### config.mk
export PLATFORM = sky130hd
export DESIGN_NAME = pc_ras
export DESIGN_NICKNAME = d
export VERILOG_FILES = /design/src/rtl/pc_pkg.sv /design/src/rtl/ras_lifo.sv /design/src/rtl/pc_ras.sv
export SDC_FILE = /design/constraint.sdc
export NUM_CORES = 1
export LEC_CHECK = 0
export ABC_AREA = 1
export CAP_MARGIN = 5
export CORE_MARGIN = 8
export CORE_UTILIZATION = 59
export CTS_CLUSTER_SIZE = 10
export DETAILED_ROUTE_END_ITERATION = 6
export GPL_TIMING_DRIVEN = 0
export PLACE_DENSITY = 0.83
export RECOVER_POWER = 50
export SLEW_MARGIN = 10
export SYNTH_ARGS = -nofsm -noshare
export SYNTH_HDL_FRONTEND = slang
export SYNTH_SLANG_ARGS = --single-unit
### constraint.sdc
create_clock -name clk -period 3.95 [get_ports clk]
set_clock_uncertainty 0.2 [all_clocks]
set_input_delay 0.79 -clock clk [delete_from_list [all_inputs] [get_ports clk]]
set_output_delay 0.79 -clock clk [all_outputs]
set_load 0.02 [all_outputs]
### src/rtl/pc_pkg.sv
// ============================================================================
// Module : pc_pkg
// Brief  : Command encoding and strobe priority decoder for the pc_ras block.
// Rev    : 1.0
// ============================================================================
`default_nettype none

package pc_pkg;

  typedef enum logic [2:0] {
    PC_HOLD  = 3'd0,
    PC_INC   = 3'd1,
    PC_REL   = 3'd2,
    PC_LOAD  = 3'd3,
    PC_CALL  = 3'd4,
    PC_RET   = 3'd5,
    PC_RESET = 3'd6
  } pc_cmd_e;

  // Only the highest-priority strobe takes effect in a given cycle.
  function automatic pc_cmd_e pc_decode(input logic i_reset, input logic i_ret,
                                        input logic i_call, input logic i_load,
                                        input logic i_rel, input logic i_inc);
    pc_cmd_e v_cmd;
    if (i_reset)     v_cmd = PC_RESET;
    else if (i_ret)  v_cmd = PC_RET;
    else if (i_call) v_cmd = PC_CALL;
    else if (i_load) v_cmd = PC_LOAD;
    else if (i_rel)  v_cmd = PC_REL;
    else if (i_inc)  v_cmd = PC_INC;
    else             v_cmd = PC_HOLD;
    return v_cmd;
  endfunction

endpackage

`default_nettype wire

### src/rtl/ras_lifo.sv
// ============================================================================
// Module : ras_lifo
// Brief  : Return-address LIFO storage with occupancy counter; the caller
//          guarantees no push when full and no pop when empty.
// Rev    : 1.0
// ============================================================================
`default_nettype none

module ras_lifo #(
  parameter int WIDTH = 16,
  parameter int DEPTH = 8
) (
  input  logic                       clk,
  input  logic                       reset,
  input  logic                       push,
  input  logic                       pop,
  input  logic [WIDTH-1:0]           wdata,
  output logic [WIDTH-1:0]           rdata,
  output logic [$clog2(DEPTH+1)-1:0] count
);

  localparam int CW = $clog2(DEPTH+1);
  localparam int AW = $clog2(DEPTH);

  logic [WIDTH-1:0] r_mem [DEPTH];
  logic [CW-1:0]    r_count;
  logic [AW-1:0]    w_wr_idx;
  logic [AW-1:0]    w_rd_idx;

  assign w_wr_idx = r_count[AW-1:0];
  // Clamp so an empty stack never addresses past the array.
  assign w_rd_idx = (r_count == '0) ? '0 : AW'(r_count - CW'(1));

  always_ff @(posedge clk) begin
    if (reset) begin
      r_count <= '0;
    end else if (pop) begin
      r_count <= r_count - CW'(1);
    end else if (push) begin
      r_mem[w_wr_idx] <= wdata;
      r_count         <= r_count + CW'(1);
    end
  end

  assign rdata = r_mem[w_rd_idx];
  assign count = r_count;

endmodule

`default_nettype wire

### src/rtl/pc_ras.sv
// ============================================================================
// Module : pc_ras
// Brief  : Registered program counter with call/return stack and sticky
//          overflow/underflow flags. Define PC_REL_EN to add the rel port.
// Rev    : 1.0
// ============================================================================
`default_nettype none

module pc_ras
  import pc_pkg::*;
#(
  parameter int WIDTH = 16,
  parameter int DEPTH = 8
) (
  input  logic                       clk,
  input  logic                       reset,
  input  logic [WIDTH-1:0]           in,
  input  logic                       load,
  input  logic                       inc,
  input  logic                       call,
  input  logic                       ret,
`ifdef PC_REL_EN
  input  logic                       rel,
`endif
  output logic [WIDTH-1:0]           out,
  output logic [$clog2(DEPTH+1)-1:0] sp_count,
  output logic                       full,
  output logic                       empty,
  output logic                       ovf_err,
  output logic                       unf_err
);

  localparam int CW = $clog2(DEPTH+1);

  logic [WIDTH-1:0] r_out;
  logic             r_ovf;
  logic             r_unf;
  pc_cmd_e          w_cmd;
  logic             w_rel;
  logic             w_push;
  logic             w_pop;
  logic [WIDTH-1:0] w_top;
  logic [CW-1:0]    w_count;
  logic             w_full;
  logic             w_empty;

`ifdef PC_REL_EN
  assign w_rel = rel;
`else
  assign w_rel = 1'b0;
`endif

  assign w_cmd   = pc_decode(reset, ret, call, load, w_rel, inc);
  assign w_full  = (w_count == CW'(DEPTH));
  assign w_empty = (w_count == '0);
  assign w_push  = (w_cmd == PC_CALL) && !w_full;
  assign w_pop   = (w_cmd == PC_RET)  && !w_empty;

  ras_lifo #(
    .WIDTH (WIDTH),
    .DEPTH (DEPTH)
  ) u_lifo (
    .clk   (clk),
    .reset (reset),
    .push  (w_push),
    .pop   (w_pop),
    .wdata (r_out + WIDTH'(1)),
    .rdata (w_top),
    .count (w_count)
  );

  always_ff @(posedge clk) begin
    case (w_cmd)
      PC_RESET: begin
        r_out <= '0;
        r_ovf <= 1'b0;
        r_unf <= 1'b0;
      end
      PC_RET: begin
        if (w_empty) r_unf <= 1'b1;
        else         r_out <= w_top;
      end
      PC_CALL: begin
        // The jump is taken even when the return address cannot be saved.
        r_out <= in;
        if (w_full) r_ovf <= 1'b1;
      end
      PC_LOAD: r_out <= in;
      PC_REL:  r_out <= r_out + in;
      PC_INC:  r_out <= r_out + WIDTH'(1);
      default: r_out <= r_out;
    endcase
  end

  assign out      = r_out;
  assign sp_count = w_count;
  assign full     = w_full;
  assign empty    = w_empty;
  assign ovf_err  = r_ovf;
  assign unf_err  = r_unf;

endmodule

`default_nettype wire

==> results.ini, run 1 <==
[run_status]
outcome=finished, final reports clean

[clock_tree]
cts_buffers=17
cts_buffer_depth=2
ctsHtreeMaxLevel=4
clock_latency_ns=0.43
clk_pin_slew_ns=0.07
postCtsSetupRepairBufs=0
cts_resized=0
cts_tree=done
cts-root-buf=clkbuf_16
cts.sinks=150

[critical_path]
required_ns=2.96
critPathKind=reg -> out
worst_ep_arrival_time_ns=2.78
r2r_end=u_lifo.r_mem[6][9]$_DFFE_PP_
worstReg2RegStart=u_lifo.count[0]$_SDFFE_PP0P_
worst_setup_path_start_kind=flip-flop
timing.reg2reg.worst_path_depth=10
crit_fanout=19
cp-end-kind=output pin
reg2reg_slack_ns=0.76

[synth]
synth_area_leaders=edfxtp_1 (64%), nand2_1 (11%), nand3_1 (8.5%)
ys_ff_latch=150
postSynth.asyncResetShare_pct=0
yosysTopAreaCell=edfxtp_1
synthDistinctLibCells=34
synthAdderAreaFrac_pct=0.548
synth_commonest_cells=nand2_1 (193), edfxtp_1 (146), nand3_1 (116)
synthMuxAreaShare_pct=0
syn-instance-count=655
ys_seq_area_share_pct=65.2
synth_top_family_by_area=simple AND/OR/NAND/NOR gates
synth_edf_count=146
synth_top_area_share_pct=64.1
synth_fp_nets=680
synth-xor-area-share_pct=0.768
synth.avg_cell_area_um2=10.4
synth.most_common_cell=nand2_1
yosys.area_share.simple_pct=25.2
synth_ff_type=edfxtp_1
synth_compound_area_share_pct=1.96
ys_warn_count=0
synth_area_um2=6840

[sta]
worst_slew_pin_slew_ns=0.876
fin_ws_ns=0.177
period_share_pct=95.5
hold_slack_ns=0.420
fin_crit_ns=3.77
slew_viol_final=0
setup_viol_count_final=0
fin_tns_setup_ns=0
max_clock_freq_mhz=265
hold_viol=0
rsz0062_at_grt=no
maxSlewHeadroom_pct=41.5

[run]
cap_viol_max_count=0

[min_path]
hold_end=u_lifo.count[0]$_SDFFE_PP0P_
min_path_type=reg -> reg
hold_depth=1
hold_start=u_lifo.count[0]$_SDFFE_PP0P_

[floorplanning]
die_h_um=124
die-area_um2=15300
die_w_um=124
rows=39
initial_core_util_pct=60.2
boundaryPins=46
coreArea_um2=11400

[placed_design]
gp_congestion=0.942
dpl.cell_count=853
portBuffers=45
dpl.hpwl_um=12500
preCtsSetupSlack_ns=0.307
placed_cell_area_um2=7630

[final_layout]
syn_to_final_growth_pct=18.6
n_antenna_cell=0
nets=753
nFillCells=752
layoutNonFillerInstCount=883
drive_above_1_share_pct=11.8
stdcell_area_um2=8120

[route]
remaining_drc_errors=0
wl_per_cell_um=21.4
vias=5400
drtAntennaViolNets=0
vias_per_cell=6.12
dr.pass1.iters=6
first_iter_violations=749
wl_um=18900

[global_route]
antenna_found_initial=0
grt_pass1_wl_um=28900
grt_use_total_pct=26.0
grt_max_degree=20
grt.overflow.total=0
grt_pass1_vias=5356

[pwr]
p_per_area_nw_per_um2=559
ir_worst_vdd_v=0.000354
total_leakage_power_nw=3.24

[layer usage]
metal	up-vias	global-route usage, %	share of wire, %
met1	2501	30.9	35
met5	-	0	0
met2	451	41.2	49
met3	86	6.94	12
met4	0	16.9	4.5
li1	2362	-	-
[sequential cells by signal, summed over array words and instances, names as in the netlist]
register      flops
ovf_err           1
u_lifo.count      4
unf_err           1
u_lifo.r_mem    128
out              16
[cells in the final DEF (no fill, tap or decap), types with 5 or more instances in the layout]
cell type        netlist  layout
clkbuf_16              0      17
buf_8                  1       6
clkinv_2               1       5
buf_2                  8       7
inv_1                 50      52
edfxtp_1             146     146
dlygate4sd3_1          0      23
clkdlybuf4s50_1        0      22
nand3_1              116     117
nor2_1                49      45
clkinvlp_4             0       6
buf_4                 10       9
buf_6                  7      12
o21ai_0               11      11
nand3b_1               6       6
nor2_2                 2       8
and2_0                 0       5
nand2_1              193     193
[area by class of cell]
class | count | area (µm²) | share of cell area [%]
repair buffers | 55 | 582 | 7.17
well taps | 143 | 179 | 2.20
inverters | 58 | 221 | 2.73
clock buffers | 18 | 429 | 5.29
multi-input cells | 421 | 1950 | 24.1
flip-flops and latches | 150 | 4460 | 55.0
clock inverters | 13 | 86.3 | 1.06
plain buffers | 25 | 200 | 2.47
[worst max-delay path, cell delays in order, from the launching register on]
cell and delay (ns):
dfxtp_1 0.53, inv_1 0.16, buf_4 0.26, ha_1 0.29, nand2_4 0.12, buf_6 0.16
buf_4 0.20, inv_1 0.07, clkdlybuf4s50_1 0.55
[report_power, final]
part,leakage (nW),switching (W),internal [W]
Combinational,1.61,0.000744,0.000352
Clock,0.237,0.000642,0.000792
Sequential,1.39,0.0000734,0.00193
Total,3.24,0.00146,0.00308
[cell families (layout without fill, tap and decap cells)]
group	count (synthesis)	in the layout
buffers and inverters	84	169
XOR/XNOR	6	6
flip-flops	150	150
AO/OA/AOI/OAI	23	23
AND/OR/NAND/NOR	389	389
adder cells (fa/ha/maj)	3	3
[metrics by stage]
step	util, %	power, W
2_1_floorplan	-	0.00270
3_3_place_gp	65.7	0.00307
3_5_place_dp	67.1	0.00312
4_1_cts	71.6	0.00453
5_1_grt	71.4	0.00468
6_report	71.4	0.00454
[worst max-delay path by stage]
| stage | startpoint | endpoint | slack (ns) |
|---|---|---|---|
| after global placement | ret | u_lifo.r_mem[1][1]$_DFFE_PP_ | -0.87 |
| after detailed placement | reset | out[2]$_DFFE_PP_ | 0.31 |
| final | u_lifo.count[0]$_SDFFE_PP0P_ | empty | 0.18 |
| after floorplan | u_lifo.count[0]$_SDFFE_PP0P_ | u_lifo.r_mem[1][0]$_DFFE_PP_ | 0.50 |
| after CTS | u_lifo.count[0]$_SDFFE_PP0P_ | empty | 0.18 |
| after global routing | u_lifo.count[0]$_SDFFE_PP0P_ | empty | 0.13 |
[repair_timing]
action | CTS | global route
setup endpoints to repair | 1 | 0
hold buffers | 0 | 0
endpoints found under the hold margin | 0 | 0
No activity file was read; power rests on OpenSTA's default activity.
==> inputs of run 2 (changes only) <==
--- a/config.mk
+++ b/config.mk
@@ -8,11 +8,11 @@
 export ABC_AREA = 1
 export CAP_MARGIN = 5
 export CORE_MARGIN = 8
-export CORE_UTILIZATION = 59
+export CORE_UTILIZATION = 53
 export CTS_CLUSTER_SIZE = 10
 export DETAILED_ROUTE_END_ITERATION = 6
 export GPL_TIMING_DRIVEN = 0
-export PLACE_DENSITY = 0.83
+export PLACE_DENSITY = 0.79
 export RECOVER_POWER = 50
 export SLEW_MARGIN = 10
 export SYNTH_ARGS = -nofsm -noshare
==> constraint.sdc (replaced) <==
create_clock -name clk -period 3.1 [get_ports clk]
set_clock_uncertainty 0.2 [all_clocks]
set_input_delay 0.62 -clock clk [delete_from_list [all_inputs] [get_ports clk]]
set_output_delay 0.62 -clock clk [all_outputs]
set_load 0.02 [all_outputs]
==> run 2 against run 1 <==
  * Critical path depth shrank 2
  * Via count shrank 1.3%
  * Hold slack lost 0.037 ns
  * Clock power grew 28%
  * Non-clock buffer count shrank 2
  * Clock-buffer cell count grew 2
  * Critical endpoint is now out[9]$_DFFE_PP_
  * Highest routed layer unchanged
==> results.ini, run 2 (synthesis results as in run 1) <==
[critical_path]
cp-end-kind=flip-flop
crit_fanout=16  ; -3
critPathKind=in -> reg
worst_ep_arrival_time_ns=2.74  ; -0.04 ns
worst_setup_path_start_kind=input port
required_ns=2.92  ; -0.04 ns

[sta]
max_clock_freq_mhz=343
fin_crit_ns=2.92
setup_viol_count_final=0  ; unchanged
period_share_pct=94.1
rsz0062_at_grt=no
maxSlewHeadroom_pct=44.2  ; +2.7 points
slew_viol_final=0  ; unchanged
fin_tns_setup_ns=0  ; unchanged
hold_viol=0  ; unchanged
worst_slew_pin_slew_ns=0.831  ; -0.0455 ns

[floorplanning]
die_w_um=130  ; +4.8%
rows=41  ; +5.1%
initial_core_util_pct=54.2  ; -6.0 points
die_h_um=130  ; +4.8%
boundaryPins=46  ; unchanged
die-area_um2=16800  ; +9.8%
coreArea_um2=12600  ; +11%

[global_route]
antenna_found_initial=0  ; unchanged
grt_use_total_pct=23.3  ; -2.7 points
grt.overflow.total=0  ; unchanged
grt_pass1_wl_um=28500  ; -1.6%
grt_max_degree=20  ; unchanged
grt_pass1_vias=5069  ; -5.4%

[min_path]
min_path_type=reg -> reg

[final_layout]
final_cell_mix=nand2_1 (193), edfxtp_1 (146), nand3_1 (116)
largest-register=u_lifo.r_mem
nets=751  ; -0.27%
drive_above_1_share_pct=12.3  ; +0.56 points
largest_reg_flops=128  ; unchanged
layout_commonest_cell=nand2_1
n_antenna_cell=0  ; unchanged
layoutNonFillerInstCount=911  ; +3.2%
syn_to_final_growth_pct=19.4

[placed_design]
dpl.cell_count=880  ; +3.2%
dpl.hpwl_um=12400  ; -0.34%
portBuffers=45  ; unchanged
gp_congestion=0.931  ; -1.1%

[pwr]
seq_power_share_pct=44.2  ; about the same
sw_frac_of_total_pct=32.1  ; about the same
p_per_area_nw_per_um2=708  ; +27%
ir_worst_vdd_v=0.000435  ; +23%
clkPwrFrac_pct=31.6  ; about the same
p_sw_w=0.00186  ; +28%
pwr-share-comb_pct=24.2  ; about the same
internal-power_w=0.00393  ; +28%
total_leakage_power_nw=3.26  ; +0.69%

[clock_tree]
cts.sinks=150  ; unchanged
clock_latency_ns=0.42  ; about the same
cts_buffers=17  ; unchanged
cts_buffer_depth=2  ; unchanged
cts_tree=done
clk_pin_slew_ns=0.06  ; about the same
cts-root-buf=clkbuf_16
ctsHoldBuffers=0  ; unchanged
ctsHtreeMaxLevel=4  ; unchanged
postCtsSetupRepairBufs=0  ; unchanged

[route]
vias=5331  ; -1.3%
wl_per_cell_um=20.7  ; -3.0%
wl_um=18900  ; about the same
drtAntennaViolNets=0  ; unchanged
vias_per_cell=5.85  ; -4.3%
first_iter_violations=716  ; -4.4%
dr.pass1.iters=5  ; -1
remaining_drc_errors=0  ; unchanged

[run_status]
outcome=finished, final reports clean

[run]
cap_viol_max_count=0  ; unchanged

-- run 2: cell count changes in the layout (fill, tap and decap cells not counted), moves of 2 or more --
cell and delta:
buf_6 -4, buf_8 +3, clkbuf_2 +2, clkdlybuf4s50_1 -2, inv_1 -3, inv_2 +2
nor3_2 -2, nor3_4 +2
-- run 2: critical path: stages --
cell           delay, ns
dlygate4sd3_1       0.61
inv_2               0.05
nor2_1              0.45
inv_2               0.22
o22ai_1             0.29
clkinvlp_4          0.48
-- run 2: power groups by stage --
stage	combinational [W]	sequential [W]	clock, W
floorplan	0.000806	0.00264	0
global placement	0.00133	0.00259	0
detailed placement	0.00139	0.00260	0
CTS	0.00140	0.00256	0.00183
global route	0.00151	0.00256	0.00191
finish	0.00140	0.00256	0.00183
-- run 2: what timing repair did --
item                                    in CTS  in global routing
cloned                                       0                  0
endpoints found under the setup margin      86                 18
resized for setup                            5                  4
-- run 2: cell type report --
type / count / area [µm²]
tap: 172 / 215
fill: 961 / 4450
sequential: 150 / 4470
clock inverter: 12 / 82.6
multi-input combinational: 421 / 1970
buffer: 25 / 211
clock buffer: 20 / 437
inverter: 58 / 225
timing repair buffer: 53 / 564
-- run 2: path summary, 6_finish.rpt --
| check | startpoint | end | slack (ns) | cells past startpoint |
|---|---|---|---|---|
| min | u_lifo.count[0]$_SDFFE_PP0P_ | u_lifo.count[0]$_SDFFE_PP0P_ | 0.38 | 1 |
| max reg2reg | u_lifo.count[0]$_SDFFE_PP0P_ | u_lifo.r_mem[5][6]$_DFFE_PP_ | 0.27 | 9 |
| min reg2reg | u_lifo.count[0]$_SDFFE_PP0P_ | u_lifo.count[0]$_SDFFE_PP0P_ | 0.38 | 1 |
| max | ret | out[9]$_DFFE_PP_ | 0.18 | 6 |
-- run 2: stage by stage --
step	worst slack [ns]	util (%)	instance area (µm²)	hold WS, ns	total power [W]
5_1_grt	0.0893	64.8	8170	0.391	0.00599
3_3_place_gp	-0.759	59.6	7520	0.373	0.00392
6_report	0.184	64.8	8170	0.383	0.00579
4_1_cts	0.00129	64.9	8190	0.382	0.00579
2_1_floorplan	0.0909	-	6850	0.396	0.00345
3_5_place_dp	-0.450	60.7	7660	0.445	0.00398
-- run 2: routing by layer --
metal / vias up / GRT usage (%) / part of all wire (%)
li1: 2367 / - / -
met2: 372 / 38.6 / 49
met1: 2522 / 28.1 / 37
met5: - / 0 / 0
met4: 0 / 10.8 / 3.3
met3: 70 / 5.88 / 11
